[config.mk]
export PLATFORM = sky130hd
export DESIGN_NAME = ysyx_23060240_core_seq
export DESIGN_NICKNAME = d
export VERILOG_FILES = /design/src/rtl/ysyx_23060240_core_seq.sv
export SDC_FILE = /design/constraint.sdc
export NUM_CORES = 1
export LEC_CHECK = 0
export ABC_AREA = 1
export BUFFER_PORTS_ARGS = -buffer_cell sky130_fd_sc_hd__buf_4
export CAP_MARGIN = 5
export CORE_MARGIN = 4
export CORE_UTILIZATION = 45
export CTS_BUF_LIST = sky130_fd_sc_hd__clkbuf_16
export CTS_CLUSTER_SIZE = 8
export DETAILED_ROUTE_END_ITERATION = 8
export PLACE_DENSITY = 0.76
export SYNTH_ARGS = -nofsm -noshare
export SYNTH_HDL_FRONTEND = slang
export SYNTH_SLANG_ARGS = --single-unit
[constraint.sdc]
create_clock -name clk -period 2.1 [get_ports clk]
set_input_delay 0.315 -clock clk [delete_from_list [all_inputs] [get_ports clk]]
set_output_delay 0.315 -clock clk [all_outputs]
set_load 0.005 [all_outputs]
[src/rtl/ysyx_23060240_core_seq.sv]
// Multi-cycle instruction sequencer: owns PC and IR, drives the fetch and
// load/store handshakes and issues one register-file write pulse per instruction.
module ysyx_23060240_core_seq #(
  parameter logic [31:0] RESET_PC = 32'h8000_0000,
  parameter int unsigned TIMEOUT  = 255
) (
  input  logic        clk,
  input  logic        rst_n,
  output logic        ifu_req,
  output logic [31:0] ifu_addr,
  input  logic        ifu_ready,
  input  logic        ifu_rvalid,
  input  logic [31:0] ifu_rdata,
  output logic        lsu_req,
  output logic        lsu_wen,
  input  logic        lsu_ready,
  input  logic        lsu_rvalid,
  input  logic [31:0] lsu_rdata,
  input  logic [31:0] next_pc,
  output logic [31:0] pc,
  output logic [31:0] inst,
  output logic [31:0] ld_data,
  output logic        rf_we,
  output logic        halt,
  output logic        illegal,
  output logic        bus_err
);

  localparam int unsigned   CW       = $clog2(TIMEOUT);
  localparam logic [CW-1:0] CNT_LAST = CW'(TIMEOUT - 1);

  typedef enum logic [2:0] {
    S_RST, S_FETCH, S_WAIT_I, S_EXEC, S_MEM, S_WAIT_D, S_WB, S_HALT
  } state_t;

  state_t        state, state_nxt;
  logic [CW-1:0] cnt;
  logic          is_store, wb_we;
  logic          op_load, op_store, op_write, op_branch, is_ebreak;
  logic          timed_out, waiting, i_take, d_take, set_ill, set_err;

  always_comb begin
    op_load   = (inst[6:0] == 7'b0000011);
    op_store  = (inst[6:0] == 7'b0100011);
    op_branch = (inst[6:0] == 7'b1100011);
    op_write  = inst[6:0] inside {7'b0110111, 7'b0010111, 7'b1101111,
                                  7'b1100111, 7'b0010011, 7'b0110011};
    is_ebreak = (inst == 32'h0010_0073);
  end

  always_comb begin
    state_nxt = state;
    set_ill   = 1'b0;
    set_err   = 1'b0;
    timed_out = (cnt == CNT_LAST);
    waiting   = (state == S_FETCH) || (state == S_WAIT_I) ||
                (state == S_MEM)   || (state == S_WAIT_D);
    i_take    = ((state == S_FETCH) && ifu_ready && ifu_rvalid) ||
                ((state == S_WAIT_I) && ifu_rvalid);
    d_take    = ((state == S_MEM) && lsu_ready && lsu_rvalid) ||
                ((state == S_WAIT_D) && lsu_rvalid);
    case (state)
      S_RST:   state_nxt = S_FETCH;
      S_FETCH: begin
        if (ifu_ready)      state_nxt = ifu_rvalid ? S_EXEC : S_WAIT_I;
        else if (timed_out) begin state_nxt = S_HALT; set_err = 1'b1; end
      end
      S_WAIT_I: begin
        if (ifu_rvalid)     state_nxt = S_EXEC;
        else if (timed_out) begin state_nxt = S_HALT; set_err = 1'b1; end
      end
      S_EXEC: begin
        if (op_load || op_store)        state_nxt = S_MEM;
        else if (op_write || op_branch) state_nxt = S_WB;
        else begin
          state_nxt = S_HALT;
          set_ill   = !is_ebreak;
        end
      end
      S_MEM: begin
        if (lsu_ready)      state_nxt = lsu_rvalid ? S_WB : S_WAIT_D;
        else if (timed_out) begin state_nxt = S_HALT; set_err = 1'b1; end
      end
      S_WAIT_D: begin
        if (lsu_rvalid)     state_nxt = S_WB;
        else if (timed_out) begin state_nxt = S_HALT; set_err = 1'b1; end
      end
      S_WB:    state_nxt = S_FETCH;
      S_HALT:  state_nxt = S_HALT;
      default: state_nxt = S_RST;
    endcase
  end

  always_ff @(posedge clk or negedge rst_n) begin
    if (!rst_n) begin
      state    <= S_RST;
      cnt      <= '0;
      pc       <= RESET_PC;
      inst     <= 32'h0000_0013;
      ld_data  <= '0;
      is_store <= 1'b0;
      wb_we    <= 1'b0;
      illegal  <= 1'b0;
      bus_err  <= 1'b0;
    end else begin
      state <= state_nxt;
      // Counter restarts on every state change, so it never passes CNT_LAST.
      if (state_nxt != state) cnt <= '0;
      else if (waiting)       cnt <= cnt + 1'b1;
      if (i_take)              inst    <= ifu_rdata;
      if (d_take && !is_store) ld_data <= lsu_rdata;
      if (state == S_EXEC) begin
        is_store <= op_store;
        wb_we    <= op_load | op_write;
      end
      if (state == S_WB) pc <= next_pc;
      if (set_ill) illegal <= 1'b1;
      if (set_err) bus_err <= 1'b1;
    end
  end

  assign ifu_req  = (state == S_FETCH);
  assign ifu_addr = pc;
  assign lsu_req  = (state == S_MEM);
  assign lsu_wen  = (state == S_MEM) && is_store;
  assign rf_we    = (state == S_WB) && wb_we;
  assign halt     = (state == S_HALT);

endmodule

# [After elaboration in Yosys (flattened, before gate mapping)]
# Cells that the tools add are included.
[totals] inputBits=102 out_inout_bits=135 elab_cells=73 register_bits=111
[op_classes] muxes=21 n_addsub=1 n_reduce_logical=22 n_eq_ne=19 bitwise=1
[ops] operator="32-bit by 21-bit == test with 1-bit output, second input constant" n=1
[ops] operator="7-bit by 6-bit == test with 1-bit output, second input constant" n=3
[ops] operator="7-bit == test, second input constant" n=3
[ops] operator="3-bit case mux with 7 select lines" n=1
[ops] operator="8-bit two-way mux" n=2
[ops] operator="3-bit two-way mux" n=5
[ops] operator="7-bit by 5-bit == test with 1-bit output, second input constant" n=2
[ops] operator="3-bit == test, second input constant" n=4
[ops] operator="1-bit two-way mux" n=10
[ops] operator="1-bit logical AND" n=9
[ops] operator="8-bit by 1-bit adder with 8-bit output, second input constant" n=1
[ops] operator="8-bit == test, second input constant" n=1
[ops] operator="7-bit by 2-bit == test with 1-bit output, second input constant" n=1
[ops] operator="1-bit logical OR" n=7
[ops] operator="3-bit by 2-bit == test with 1-bit output, second input constant" n=2
[ops] operator="6-bit nonzero test" n=1
[ops] operator="2-bit two-way mux" n=2
[ops] operator="1-bit case mux with 4 select lines" n=1
[ops] operator="3-bit by 1-bit == test with 1-bit output, second input constant" n=1
[ops] operator="3-bit zero test" n=1
[ops] operator="3-bit != test" n=1
[ops] operator="1-bit zero test" n=2
[ops] operator="2-bit nonzero test" n=1
[ops] operator="2-bit OR reduction" n=1
[ops] operator="1-bit OR" n=1

# [Depth between registers and ports, before layout]
[logic_depth] ltp_word=8 ltp_mapped=13 ltp_nobuf=13

# [Worst setup path before layout]
# OpenSTA, ideal clock, no wires.
[synth_path] path_type="flip-flop to flip-flop" startpoint="reg state[1]" endpoint="reg inst[24]" t_arrival_ps=1487 slack_ps=488 t_required_ps=1975 path_stages_with_launch=10 setup_time_ps=125 cell_sequence="dfrtp_1 buf_2 inv_2 nand3_2 inv_2 nand3_2 nand2_1 buf_6 buf_6 mux2_4"
[synth_via] elab_chain_len=4 elab_cells_between_ends=6 classes_between="eq/ne: 2; reduce/logical: 4"
[synth_lines] item="start: declaration" line_no="36" source="state_t state, state_nxt;"
[synth_lines] item="start signal: assignment" line_no="106" source="state <= state_nxt;"
[synth_lines] item="3-bit by 1-bit == test with 1-bit output"
[synth_lines] item="named net ifu_req" line_no="9" source="output logic ifu_req,"
[synth_lines] item="1-bit logical AND (2 in a row)" line_no="58" source="i_take = ((state == S_FETCH) && ifu_ready && ifu_rvalid) ||"
[synth_lines] item="1-bit logical OR" line_no="58"
[synth_lines] item="end signal: assignment" line_no="110" source="if (i_take) inst <= ifu_rdata;"
[synth_lines] item="end: declaration" line_no="21" source="output logic [31:0] inst,"
# The timed path passes the listed nets, and every way through them passes these cells.
# A chain may end at the register's enable or synchronous reset.

# [Worst setup path after layout]
[layout_path] startpoint="reg cnt[0]" endpoint="reg cnt[1]"
[layout_via] elab_chain_len=6 elab_cells_between_ends=12 classes_between="add/sub: 1; eq/ne: 2; mux: 8; reduce/logical: 1"
[layout_lines] item="start: declaration" line_no="37" source="logic [CW-1:0] cnt;"
[layout_lines] item="start signal: assignment" line_no="109" source="else if (waiting) cnt <= cnt + 1'b1;"
[layout_lines] item="8-bit == test" line_no="55" source="timed_out = (cnt == CNT_LAST);"
[layout_lines] item="3-bit two-way mux"
[layout_lines] item="3-bit two-way mux (on tied branches)"
[layout_lines] item="3-bit case mux with 7 select lines" line_no="62" source="case (state)"
[layout_lines] item="3-bit != test" line_no="108" source="if (state_nxt != state) cnt <= '0;"
[layout_lines] item="8-bit two-way mux / 2-bit nonzero test (equally long branches)"
# Parallel ways exist; a longest one is shown, timed or not. The select of a mux whose other input is x is not followed.

==> insert_results.sql <==
INSERT INTO impl_metrics (metric_group, metric, value, unit) VALUES
('place', 'preCtsSetupSlack', '0.2810', 'ns'),
('setup_path', 'worstPathArrival', '2.12', 'ns'),
('timing', 'setup_slack', '0.2101', 'ns'),
('timing', 'finalCriticalPeriod', '1.890', 'ns'),
('yosys', 'synth_top_cells_by_count', 'sky130_fd_sc_hd__dfrtp_1, sky130_fd_sc_hd__mux2_2, sky130_fd_sc_hd__mux2_4, sky130_fd_sc_hd__nand2_1, sky130_fd_sc_hd__buf_4', ''),
('route', 'route.vias.total', '3710', ''),
('final_layout', 'fillerInstances', '826', ''),
('floorplanning', 'placement_rows', '38', ''),
('timing', 'final-max-slew-violation-count', '0', ''),
('power', 'power_per_cell_area', '590.0', 'nW/µm²'),
('yosys', 'synthMostInstantiatedCell', 'sky130_fd_sc_hd__dfrtp_1', ''),
('clocking', 'cts_max_path_buffers', '2', ''),
('clocking', 'cts_resized', '0', ''),
('hold_path', 'hold_class', 'input port to asynchronous set/reset pin', ''),
('clocking', 'clock-root-buffer', 'sky130_fd_sc_hd__clkbuf_16', ''),
('setup_path', 'crit_type', 'register to register', ''),
('clocking', 'clk-insertion-delay-late', '0.34', 'ns'),
('setup_path', 'critical_path_peak_fanout', '8', ''),
('yosys', 'synth-async-reset-ratio', '100.0', '%'),
('yosys', 'ys_seq_elements', '111', ''),
('timing', 'finalSetupViolCount', '0', ''),
('timing', 'final.period_utilization', '90.00', '%'),
('route', 'post_route_wl', '12590', 'µm'),
('power', 'ir_worst_vdd', '0.0003282', 'V'),
('yosys', 'ys_dominant_reg_cell', 'sky130_fd_sc_hd__dfrtp_1', ''),
('global_route', 'grt_first_pass_wirelength', '19760', 'µm'),
('setup_path', 'cp_common_cell', 'sky130_fd_sc_hd__inv_1', ''),
('place', 'place_inst', '736', ''),
('final_layout', 'diodes', '0', ''),
('final_layout', 'final-seq-area', '2783', 'µm²'),
('final_layout', 'layout-drive-gt1-share', '58.50', '%'),
('clocking', 'cts_setup_buffers', '0', ''),
('final_layout', 'fin_cells', '752', ''),
('route', 'avgViaCountPerCell', '4.934', ''),
('timing', 'count_of_endpoints_failing_hold_in_the_final_timing_report', '0', ''),
('yosys', 'synth_area', '5042', 'µm²'),
('setup_path', 'cp_data_required_time', '2.33', 'ns'),
('floorplanning', 'die_w', '113.9', 'µm'),
('yosys', 'synthDominantCellAreaShare', '53.10', '%'),
('clocking', 'clk_transition_reported_paths', '0.07', 'ns'),
('setup_path', 'crit_path_top_delay_cell', 'sky130_fd_sc_hd__dfrtp_1', ''),
('timing', 'rsz0062_at_grt', 'false', ''),
('clocking', 'cts_inserted_buffers', '9', ''),
('place', 'gp_routability_congestion', '0.9090', ''),
('timing', 'max_clock_freq', '529.1', 'MHz'),
('route', 'drc', '0', ''),
('final_layout', 'area_used_by_multi_input_combinational_logic', '1839', 'µm²'),
('floorplanning', 'design.core.area', '10890', 'µm²'),
('yosys', 'postSynthNetCount', '503', ''),
('place', 'io_buffer_count', '236', ''),
('clocking', 'postCtsHoldBufs', '0', ''),
('global_route', 'grt_pass1_vias', '3895', ''),
('global_route', 'maximum_number_of_pins_on_one_net_before_global_route_repair', '112', ''),
('global_route', 'number_of_antenna_violations_at_the_first_check_in_global_routing', '0', ''),
('outcome', 'run_status', 'complete, no violations', ''),
('global_route', 'grt.overflow.total', '0', ''),
('timing', 'worst_slew_margin_rel', '59.72', '%'),
('global_route', 'grt.total_usage', '19.25', '%'),
('yosys', 'avgSynthCellArea', '12.64', 'µm²'),
('setup_path', 'crit_chain', 'inv_1, ha_1, inv_1, nor2_1, nand2_1, o21ai_0, nand3_1, nand2_1, inv_1, nand2_1, inv_1, nand2_2, nor2_1', ''),
('place', 'detailed_placer_s_ending_hpwl', '9777', 'µm'),
('timing', 'max_slew.worst_pin.slew', '0.6043', 'ns'),
('route', 'initialDrtViolationCount', '126', ''),
('power', 'p_leak', '3.723', 'nW'),
('route', 'drt.antenna.violating_nets', '0', ''),
('setup_path', 'setup.worst_path.start', 'cnt[0]$_DFFE_PN0P_', ''),
('final_layout', 'layout.nets', '711', ''),
('setup_path', 'critPathLaunchType', 'register', ''),
('yosys', 'netlist-cell-type-count', '30', ''),
('yosys', 'cell_count_after_synthesis', '399', ''),
('floorplanning', 'dieArea', '12960', 'µm²');
==> logic make-up (layout without fill, tap and decap cells) <==
| kind of cell | count (synthesis) | count (layout) | share of synthesized area (%) |
|---|---|---|---|
| muxes | 90 | 90 | 22.93 |
| AOI/OAI and AO/OA | 22 | 22 | 2.457 |
| and+or+nand+nor | 100 | 100 | 9.380 |
| DFF | 111 | 111 | 55.19 |
| adders and majority gates | 2 | 2 | 0.4962 |
| xor gates and xnor gates | 7 | 7 | 1.216 |
| buffers and inverters | 67 | 280 | 8.337 |
==> cell usage in the layout (no fill, tap or decap), types with 3 or more instances in the layout <==
master	n
sky130_fd_sc_hd__xor2_1	7
sky130_fd_sc_hd__nand3_1	13
sky130_fd_sc_hd__buf_12	4
sky130_fd_sc_hd__mux2_2	52
sky130_fd_sc_hd__mux2_4	38
sky130_fd_sc_hd__inv_1	21
sky130_fd_sc_hd__dfstp_2	4
sky130_fd_sc_hd__nand2_1	38
sky130_fd_sc_hd__nand2_2	3
sky130_fd_sc_hd__inv_2	3
sky130_fd_sc_hd__nor4_1	7
sky130_fd_sc_hd__dfrtp_1	107
sky130_fd_sc_hd__a21oi_1	5
sky130_fd_sc_hd__nor2_1	22
sky130_fd_sc_hd__nand4_1	8
sky130_fd_sc_hd__clkinv_1	3
sky130_fd_sc_hd__clkbuf_16	9
sky130_fd_sc_hd__buf_4	237
sky130_fd_sc_hd__o21ai_0	12
==> metrics by stage <==
step	cell area, µm²	total power, mW	hold slack, ns
global route	7023	4.327	0.09715
CTS	7023	4.215	0.06649
floorplan	5042	2.313	0.01941
global placement	6743	2.568	0.4315
finish	7023	4.143	0.01354
detailed placement	6743	2.576	0.4393
==> final cells by class <==
cell class                      count  area share, %
Multi-Input combinational cell    221          26.19
Tap cell                          140          2.494
Clock buffer                        9          3.207
Timing Repair Buffer              241          26.47
Inverter                           23          1.229
Clock inverter                      7         0.7839
Sequential cell                   111          39.62
==> registers in the layout, indices dropped and copies added (netlist names) <==
name and flops:
ifu_addr 32, inst 32, cnt 8, illegal 1
state 3, ld_data 32, is_store 1, bus_err 1
wb_we 1
==> final timing paths <==
path | to | slack, ns
max | cnt[1]$_DFFE_PN0P_ | 0.21
min reg2reg | is_store$_DFFE_PN0P_ | 0.49
max reg2reg | cnt[1]$_DFFE_PN0P_ | 0.21
max in group asynchronous | cnt[5]$_DFFE_PN0P_ | 1.60
min | inst[9]$_DFFE_PN0P_ | 0.01
min in group clk | inst[5]$_DFFE_PN0P_ | 0.19
==> worst max-delay path: cells and delay by family, from the launching register on <==
kind                       cells  cell delay [ns]
DFF                            1             0.40
buffers and inverters          4             0.23
AOI/OAI and AO/OA              1             0.28
adders and majority gates      1             0.16
and+or+nand+nor                7             0.73
==> power by group <==
group | internal (mW) | leakage [nW] | switching (mW) | total [mW]
Clock | 0.904 | 0.143 | 0.712 | 1.62
Sequential | 2.17 | 1.42 | 0.0263 | 2.20
Combinational | 0.218 | 2.16 | 0.113 | 0.331
Total | 3.29 | 3.72 | 0.851 | 4.14
==> per-layer routing <==
metal,track usage (%),share of wire (%)
met2,32.94,50
met4,6.809,1.7
met3,7.056,11
met5,0,0
met1,22.27,37
Power figures use the tool's default switching activity.
